File: src/rtl/fc_bias_sequencer.sv
// fc_bias_sequencer: walks FC output tiles, adds per-tile bias
// to MAC accumulators with signed saturation, streams to activation.
module fc_bias_sequencer #(
  parameter int NUM_LANES  = 16,
  parameter int ACC_WIDTH  = 32,
  parameter int MAX_TILES  = 64,
  parameter int ADDR_WIDTH = $clog2(MAX_TILES),
  parameter int TILE_W     = $clog2(MAX_TILES+1)
) (
  input  logic                           clk,
  input  logic                           rst_n,
  input  logic                           start,
  input  logic [TILE_W-1:0]              num_tiles,
  output logic                           busy,
  output logic                           done,
  output logic                           rom_en,
  output logic [ADDR_WIDTH-1:0]          rom_addr,
  input  logic [NUM_LANES*ACC_WIDTH-1:0] rom_data,
  input  logic                           acc_valid,
  output logic                           acc_ready,
  input  logic [NUM_LANES*ACC_WIDTH-1:0] acc_data,
  output logic                           out_valid,
  input  logic                           out_ready,
  output logic [NUM_LANES*ACC_WIDTH-1:0] out_data
);

  localparam int VW = NUM_LANES*ACC_WIDTH;

  typedef enum logic [2:0] {
    IDLE, FETCH, LATCH, WAIT_ACC, OUTPUT, FINISH
  } state_t;

  state_t                state_q, state_d;
  logic [ADDR_WIDTH-1:0] tile_q, tile_d;
  logic [TILE_W-1:0]     num_q, num_d;
  logic                  busy_q, busy_d;
  logic                  done_q, done_d;
  logic                  rom_en_q, rom_en_d;
  logic [ADDR_WIDTH-1:0] rom_addr_q, rom_addr_d;
  logic [VW-1:0]         bias_q, bias_d;
  logic                  out_valid_q, out_valid_d;
  logic [VW-1:0]         out_data_q, out_data_d;
  logic [VW-1:0]         sum;
  logic                  last_tile;

  function automatic logic [ACC_WIDTH-1:0] sat_add(
    input logic [ACC_WIDTH-1:0] a,
    input logic [ACC_WIDTH-1:0] b
  );
    logic [ACC_WIDTH:0] s;
    s = {a[ACC_WIDTH-1], a} + {b[ACC_WIDTH-1], b};
    if (s[ACC_WIDTH] != s[ACC_WIDTH-1])
      sat_add = s[ACC_WIDTH] ? {1'b1, {(ACC_WIDTH-1){1'b0}}}
                             : {1'b0, {(ACC_WIDTH-1){1'b1}}};
    else
      sat_add = s[ACC_WIDTH-1:0];
  endfunction

  // lane-wise saturating bias + accumulator
  always_comb begin
    sum = '0;
    for (int i = 0; i < NUM_LANES; i++)
      sum[i*ACC_WIDTH +: ACC_WIDTH] =
        sat_add(bias_q[i*ACC_WIDTH +: ACC_WIDTH],
                acc_data[i*ACC_WIDTH +: ACC_WIDTH]);
  end

  assign last_tile = (TILE_W'(tile_q) == num_q - TILE_W'(1));
  assign acc_ready = (state_q == WAIT_ACC);

  // next-state and registered-output computation
  always_comb begin
    state_d     = state_q;
    tile_d      = tile_q;
    num_d       = num_q;
    bias_d      = bias_q;
    out_valid_d = out_valid_q;
    out_data_d  = out_data_q;
    unique case (state_q)
      IDLE: begin
        if (start) begin
          num_d   = num_tiles;
          tile_d  = '0;
          state_d = (num_tiles == '0) ? FINISH : FETCH;
        end
      end
      FETCH: state_d = LATCH;
      LATCH: begin
        bias_d  = rom_data;
        state_d = WAIT_ACC;
      end
      WAIT_ACC: begin
        if (acc_valid) begin
          out_data_d  = sum;
          out_valid_d = 1'b1;
          state_d     = OUTPUT;
        end
      end
      OUTPUT: begin
        if (out_ready) begin
          out_valid_d = 1'b0;
          if (last_tile) begin
            state_d = FINISH;
          end else begin
            tile_d  = tile_q + ADDR_WIDTH'(1);
            state_d = FETCH;
          end
        end
      end
      FINISH: state_d = IDLE;
      default: state_d = IDLE;
    endcase
    busy_d     = (state_d == FETCH) || (state_d == LATCH) ||
                 (state_d == WAIT_ACC) || (state_d == OUTPUT);
    done_d     = (state_d == FINISH);
    rom_en_d   = (state_d == FETCH);
    rom_addr_d = rom_en_d ? tile_d : rom_addr_q;
  end

  // state and output registers
  always_ff @(posedge clk or negedge rst_n) begin
    if (!rst_n) begin
      state_q     <= IDLE;
      tile_q      <= '0;
      num_q       <= '0;
      busy_q      <= 1'b0;
      done_q      <= 1'b0;
      rom_en_q    <= 1'b0;
      rom_addr_q  <= '0;
      bias_q      <= '0;
      out_valid_q <= 1'b0;
      out_data_q  <= '0;
    end else begin
      state_q     <= state_d;
      tile_q      <= tile_d;
      num_q       <= num_d;
      busy_q      <= busy_d;
      done_q      <= done_d;
      rom_en_q    <= rom_en_d;
      rom_addr_q  <= rom_addr_d;
      bias_q      <= bias_d;
      out_valid_q <= out_valid_d;
      out_data_q  <= out_data_d;
    end
  end

  assign busy      = busy_q;
  assign done      = done_q;
  assign rom_en    = rom_en_q;
  assign rom_addr  = rom_addr_q;
  assign out_valid = out_valid_q;
  assign out_data  = out_data_q;

endmodule

File: config.mk
export PLATFORM = sky130hd
export DESIGN_NAME = fc_bias_sequencer
export DESIGN_NICKNAME = d
export VERILOG_FILES = /design/src/rtl/fc_bias_sequencer.sv
export SDC_FILE = /design/constraint.sdc
export NUM_CORES = 2
export LEC_CHECK = 0
export CORE_AREA = 2 2 614 616
export CTS_BUF_LIST = sky130_fd_sc_hd__clkbuf_16
export CTS_CLUSTER_DIAMETER = 120
export DETAILED_ROUTE_END_ITERATION = 16
export DIE_AREA = 0 0 616 618
export GPL_TIMING_DRIVEN = 0
export MAX_ROUTING_LAYER = met4
export PLACE_DENSITY = 0.36
export SLEW_MARGIN = 20
export SYNTH_ARGS = -nofsm -noshare
export SYNTH_HDL_FRONTEND = slang
export SYNTH_SLANG_ARGS = --single-unit
File: constraint.sdc
create_clock -name clk -period 3.7 [get_ports clk]
set_input_delay 0.74 -clock clk [delete_from_list [all_inputs] [get_ports clk]]
set_output_delay 0.74 -clock clk [all_outputs]
set_load 0.02 [all_outputs]
== Word-level counts from Yosys, hierarchy flattened ==
Index checks and enable logic that the tools add are counted.
Storage, ports and cells
  flip-flop bits (word level): 1050
  bits in writable memories: 0
  logic and storage cells: 110
  bits in latches: 0
  ROM bits: 0
  memories kept: 0
  output and inout port bits: 523
Cells by class
  equality and inequality tests: 28
  multiplexer cells: 45
  $lt $le $gt $ge: 0
  multiply operators: 0
  $add $sub $neg: 18
  divide/modulo/power cells: 0
  reductions and logical operators: 9
  shifts and indexed selects: 0
  bitwise logic cells: 0
Operator list (count)
  two-way mux 32 bit: 32
  adder 32 x 32 -> 33 bit: 16
  two-way mux 6 bit: 3
  inequality test 1 bit: 16
  two-way mux 3 bit: 5
  one-hot mux 3 bit (5 select lines): 1
  == test 3 x 2 -> 1 bit (second input constant): 4
  one-hot mux 6 bit (2 select lines): 1
  == test 3 bit (second input constant): 3
  == test 6 x 7 -> 1 bit: 1
  zero test 7 bit: 1
  subtractor 7 x 1 -> 7 bit (second input constant): 1
  adder 6 x 1 -> 6 bit (second input constant): 1
  == test 3 x 1 -> 1 bit (second input constant): 2
  inequality test 2 bit (second input constant): 2
  AND reduction 2 bit: 2
  zero test 3 bit: 1
  logical OR 1 bit: 3
  AND reduction 3 bit: 1
  two-way mux 1 bit: 2
  one-hot mux 1 bit (2 select lines): 1
  nonzero test 2 bit: 1

== Depth between registers and ports, before layout ==
  word-level depth: 9
  depth in mapped cells: 15

== Least setup slack after synthesis ==
OpenSTA, ideal clock, no wires.
  kind: input-to-reg
  start point: input port acc_data[320]
  end point: register out_data_q[344] (netlist: out_data[344])
  arrival time: 3.638 ns
  path buffers: 1
  stages: 13
  path slack: -0.069 ns
  cell sequence: ha_1 -> fa_1 -> a211oi_1 -> o211a_1 -> nor4_1 -> a2111oi_0 -> nor3_1 -> a21o_1 -> a31oi_1 -> buf_2 -> nor2_2 -> nor2_2 -> a21oi_1
Between the ends
  longest elaborated chain between the ends: 3
Ends and longest elaborated chain
  start: declaration: RTL line 21  | input logic [NUM_LANES*ACC_WIDTH-1:0] acc_data,
  adder 32 x 32 -> 33 bit *: RTL line 51  | s = {a[ACC_WIDTH-1], a} + {b[ACC_WIDTH-1], b};
  two-way mux 32 bit / inequality test 1 bit (equally long branches): RTL line 53, 52
  two-way mux 32 bit *: RTL line 52  | if (s[ACC_WIDTH] != s[ACC_WIDTH-1])
  end signal: assignment: RTL line 143  | out_data_q <= out_data_d;
  end: declaration: RTL line 42  | logic [VW-1:0] out_data_q, out_data_d;
Mark *: on every way between the ends. The rest lies on a longest branch, timed or not.
A chain may end at the register's enable or synchronous reset.

== Worst setup path in the final report ==
  start point: register bias_q[64]
  end point: register out_data_q[70] (netlist: out_data[70])
Between the ends
  longest elaborated chain between the ends: 3
Ends and longest elaborated chain
  start: declaration: RTL line 40  | logic [VW-1:0] bias_q, bias_d;
  start signal: assignment: RTL line 141  | bias_q <= bias_d;
  adder 32 x 32 -> 33 bit *: RTL line 51
  two-way mux 32 bit / inequality test 1 bit (equally long branches): RTL line 53, 52
  two-way mux 32 bit *: RTL line 52
Marked as above.

==> flow_summary_export.csv <==
group,metric,value,unit
floorplanning,start_util,0.179,
layout,area_growth,45.6,%
synthesis,synth-seq-cells,1050,
timing,finalHoldViolCount,0,
floorplanning,rows,225,
flow_run,max-cap-violations,0,
timing,fin_crit_sh,1.01,
floorplanning,coreArea,374000,um^2
synthesis,synthMuxAreaShare,0.0889,
critical_path,startpoint_type,"flop",
drt,via_count,63800,
timing,rsz0062_at_grt,"true",
critical_path,worstSetupPathType,"reg2reg",
placed_design,io_buffers,1558,
drt,drc,0,
synthesis,synth_top_area_cell,"dfrtp_1",
power_and_ir_drop,p_leak,40.4,nW
critical_path,r2r_setup_slack,-0.02,ns
critical_path,crit_path_max_fanout,5,
layout,drive_above_1_share,0.154,
power_and_ir_drop,fin_total_pwr,105,mW
synthesis,ys_seq_area_frac,0.393,
placed_design,post-place-cells,13500,
synthesis,synth_top_family_by_area,"compound AO/OA/AOI/OAI gates",
global_route,grt_pass1_vias,63400,
synthesis,synth_nets,8470,
placed_design,dp_hpwl,352000,um
synthesis,synthTopCellsByCount,"1,050 x dfrtp_1, 722 x nand2_1, 687 x o21ai_0",
synthesis,avgSynthCellArea,9.69,um^2
synthesis,synth-simple-area-share,0.112,
floorplanning,io_pins,1559,
layout,nNetsFinal,10300,
power_and_ir_drop,ir_worst_vdd,0.000381,V
drt,ant_nets,0,
floorplanning,fp.dieH,618,um
placed_design,place_ws,-2.06,ns
synthesis,synth_enable_flop_cells,0,
cts,clock_latency,0.89,ns
synthesis,yosysWarnings,0,
timing,tns,-0.146,ns
cts,clock-sinks,1050,
drt,via_per_inst,4.56,
placed_design,post_dp_cell_area,89500,um^2
power_and_ir_drop,p_int,54.6,mW
power_and_ir_drop,p_seq_frac,0.210,
synthesis,synth_compound_area_frac,0.208,
drt,drt_iter0_drc,4263,
power_and_ir_drop,p_switching,50.8,mW
timing,setup_ws,-0.0239,ns
critical_path,endpoint_kind,"flop",
cts,htree_levels,4,
cts,root_buffer,"clkbuf_16",
timing,worst_clock_skew,0.0800,ns
cts,cts_tree,"built",
critical_path,critPathArrivalTime,4.45,ns
critical_path,critPathRequiredTime,4.42,ns
synthesis,netlist.area_leader.share,0.393,
synthesis,syn_inst,6904,
drt,wl,416000,um
timing,finalMaxSlewViolations,0,
global_route,grt_overflow_total,0,
timing,setup_viol,8,
outcome,status,"finished, violations left",
layout,final_area,97400,um^2
timing,clock.fmax,269,MHz
synthesis,syn_area,66900,um^2
timing,tightest_slew,0.994,ns
drt,wl_per_cell,29.7,um
synthesis,async_flop_share,1.00,
layout,utilization,0.260,
global_route,grt_use_total,0.216,
cts,cts_max_path_buffers,4,
layout,fin_cells,14000,
power_and_ir_drop,combPwrFrac,0.641,
cts,clk_pin_slew,0.06,ns
cts,cts_inserted_buffers,156,
outcome,violations,"negative setup slack",
synthesis,yosysMostFrequentCell,"dfrtp_1",
timing,min_period,3.72,ns
floorplanning,die_x,616,um
placed_design,globalplace.congestion,0.928,
global_route,antenna_found_initial,308,
synthesis,synth_flop_cell,"dfrtp_1",
synthesis,synth.distinct_cells,105,
synthesis,synth_xor_xnor_area_share,0.0591,
power_and_ir_drop,p_per_area,1080,nW/um^2
power_and_ir_drop,p_sw_frac,0.482,
synthesis,synth.area.top_cells,"dfrtp_1 39%, ha_1 9.6%, mux2_2 8.8%, o21ai_0 5.1%, nand2_1 4.1%",
min_path,hold_path_class,"in2async",
timing,relSlewSlack,0.338,
floorplanning,dieArea,381000,um^2
drt,dr.pass1.iters,5,
timing,hold_ws,0.367,ns
global_route,grt_pass1_wl,555000,um
global_route,grt_max_degree,130,
synthesis,synthAdderAreaFrac,0.115,
power_and_ir_drop,p_clk_frac,0.149,
-- what timing repair did --
action,in CTS,in global routing
endpoints found under the setup margin,503,452
hold buffers,1,0
pin swaps,46,87
gates resized for setup,247,236
endpoints found under the hold margin,27,0
buffers inserted,44,43
cloned,1,4
-- cells by family (layout without fill, tap and decap cells) --
logic type	Yosys count	in the layout
flip-flops	1050	1050
AO/OA/AOI/OAI	2169	2169
AND/OR/NAND/NOR	1680	1681
XOR/XNOR	448	448
adder cells (fa/ha/maj)	624	624
multiplexers	529	529
other	0	130
buffers and inverters	404	2356
-- placed cells by master, fill, tap and decap left out, types with 32 or more instances in the layout --
cell / Yosys / routed
o221a_2: 89 / 84
maj3_1: 78 / 70
o21ai_0: 687 / 640
or3_1: 33 / 32
o31ai_1: 38 / 34
buf_4: 2 / 87
xor2_1: 190 / 189
nand2b_1: 36 / 36
clkbuf_16: 0 / 156
a21o_1: 287 / 287
mux2_2: 520 / 520
nor3_1: 83 / 81
clkbuf_2: 1 / 51
o21ai_1: 26 / 49
o21a_1: 65 / 64
diode_2: 0 / 130
and3_1: 50 / 49
nor2b_1: 34 / 34
ha_1: 514 / 496
o21bai_1: 71 / 69
o211ai_1: 66 / 66
clkdlybuf4s50_1: 0 / 1556
a31oi_1: 44 / 33
a21oi_1: 511 / 490
xnor2_1: 254 / 250
dfrtp_1: 1050 / 1043
nor2_1: 435 / 426
nand2_1: 722 / 716
nand4_1: 69 / 69
a211oi_1: 60 / 42
nand3_1: 94 / 88
inv_1: 100 / 118
clkbuf_1: 269 / 179
-- metal layers --
metal  track usage  vias to the layer above  share of wire
met1         0.250                    31800           0.40
met5             -                        -              0
met4        0.0931                        0          0.045
met2         0.363                     2071           0.49
li1              -                    29200              -
met3        0.0438                      697          0.058
-- flip-flops by register name (all words and copies together) (netlist names) --
| signal | flops |
|---|---|
| tile_q | 6 |
| done | 1 |
| out_valid | 1 |
| bias_q | 512 |
| num_q | 7 |
| out_data | 512 |
| rom_addr | 6 |
| state_q | 3 |
| busy | 1 |
| rom_en | 1 |
-- worst max-delay path, stage by stage (launching register included) --
cell,delay (ns)
dfrtp_2,0.52
ha_4,0.23
fa_2,0.42
a211oi_2,0.27
o211ai_1,0.18
nand4b_1,0.20
o21a_1,0.18
o21bai_1,0.10
a21o_1,0.20
a31oi_4,0.20
o32a_1,0.30
buf_6,0.14
o21ai_4,0.07
buf_4,0.16
buf_6,0.12
o221a_2,0.23
-- power groups by stage --
stage | clock (mW) | combinational [mW] | sequential [mW]
2_1_floorplan | 0 | 36.2 | 23.4
3_3_place_gp | 0 | 63.7 | 22.4
3_5_place_dp | 0 | 64.3 | 22.3
4_1_cts | 16.3 | 66.5 | 22.2
5_1_grt | 16.7 | 73.0 | 22.8
6_report | 15.7 | 67.6 | 22.1
-- final cells by class --
cell class	instances	area, um^2
well taps	4994	6250
repair buffers	1679	17100
plain buffers	300	1530
inverters	100	375
multi-input cells	5451	40500
flip-flops and latches	1050	26300
fillers	40100	277000
clock buffers	156	3900
clock inverters	121	1240
diodes	130	325
-- path summary, 6_finish.rpt --
kind / start / to / depth (start not counted)
setup / recovery: bias_q[64] / out_data[70] / 15
hold / removal: rst_n / out_data[264] / 2
setup reg to reg: bias_q[64] / out_data[70] / 15
hold reg to reg: out_data[288] / out_data[288] / 2
max in group asynchronous: rst_n / bias_q[64] / 6
min in group clk: rom_data[92] / bias_q[92] / 2
Note: power is estimated with default switching activity, not from simulation.
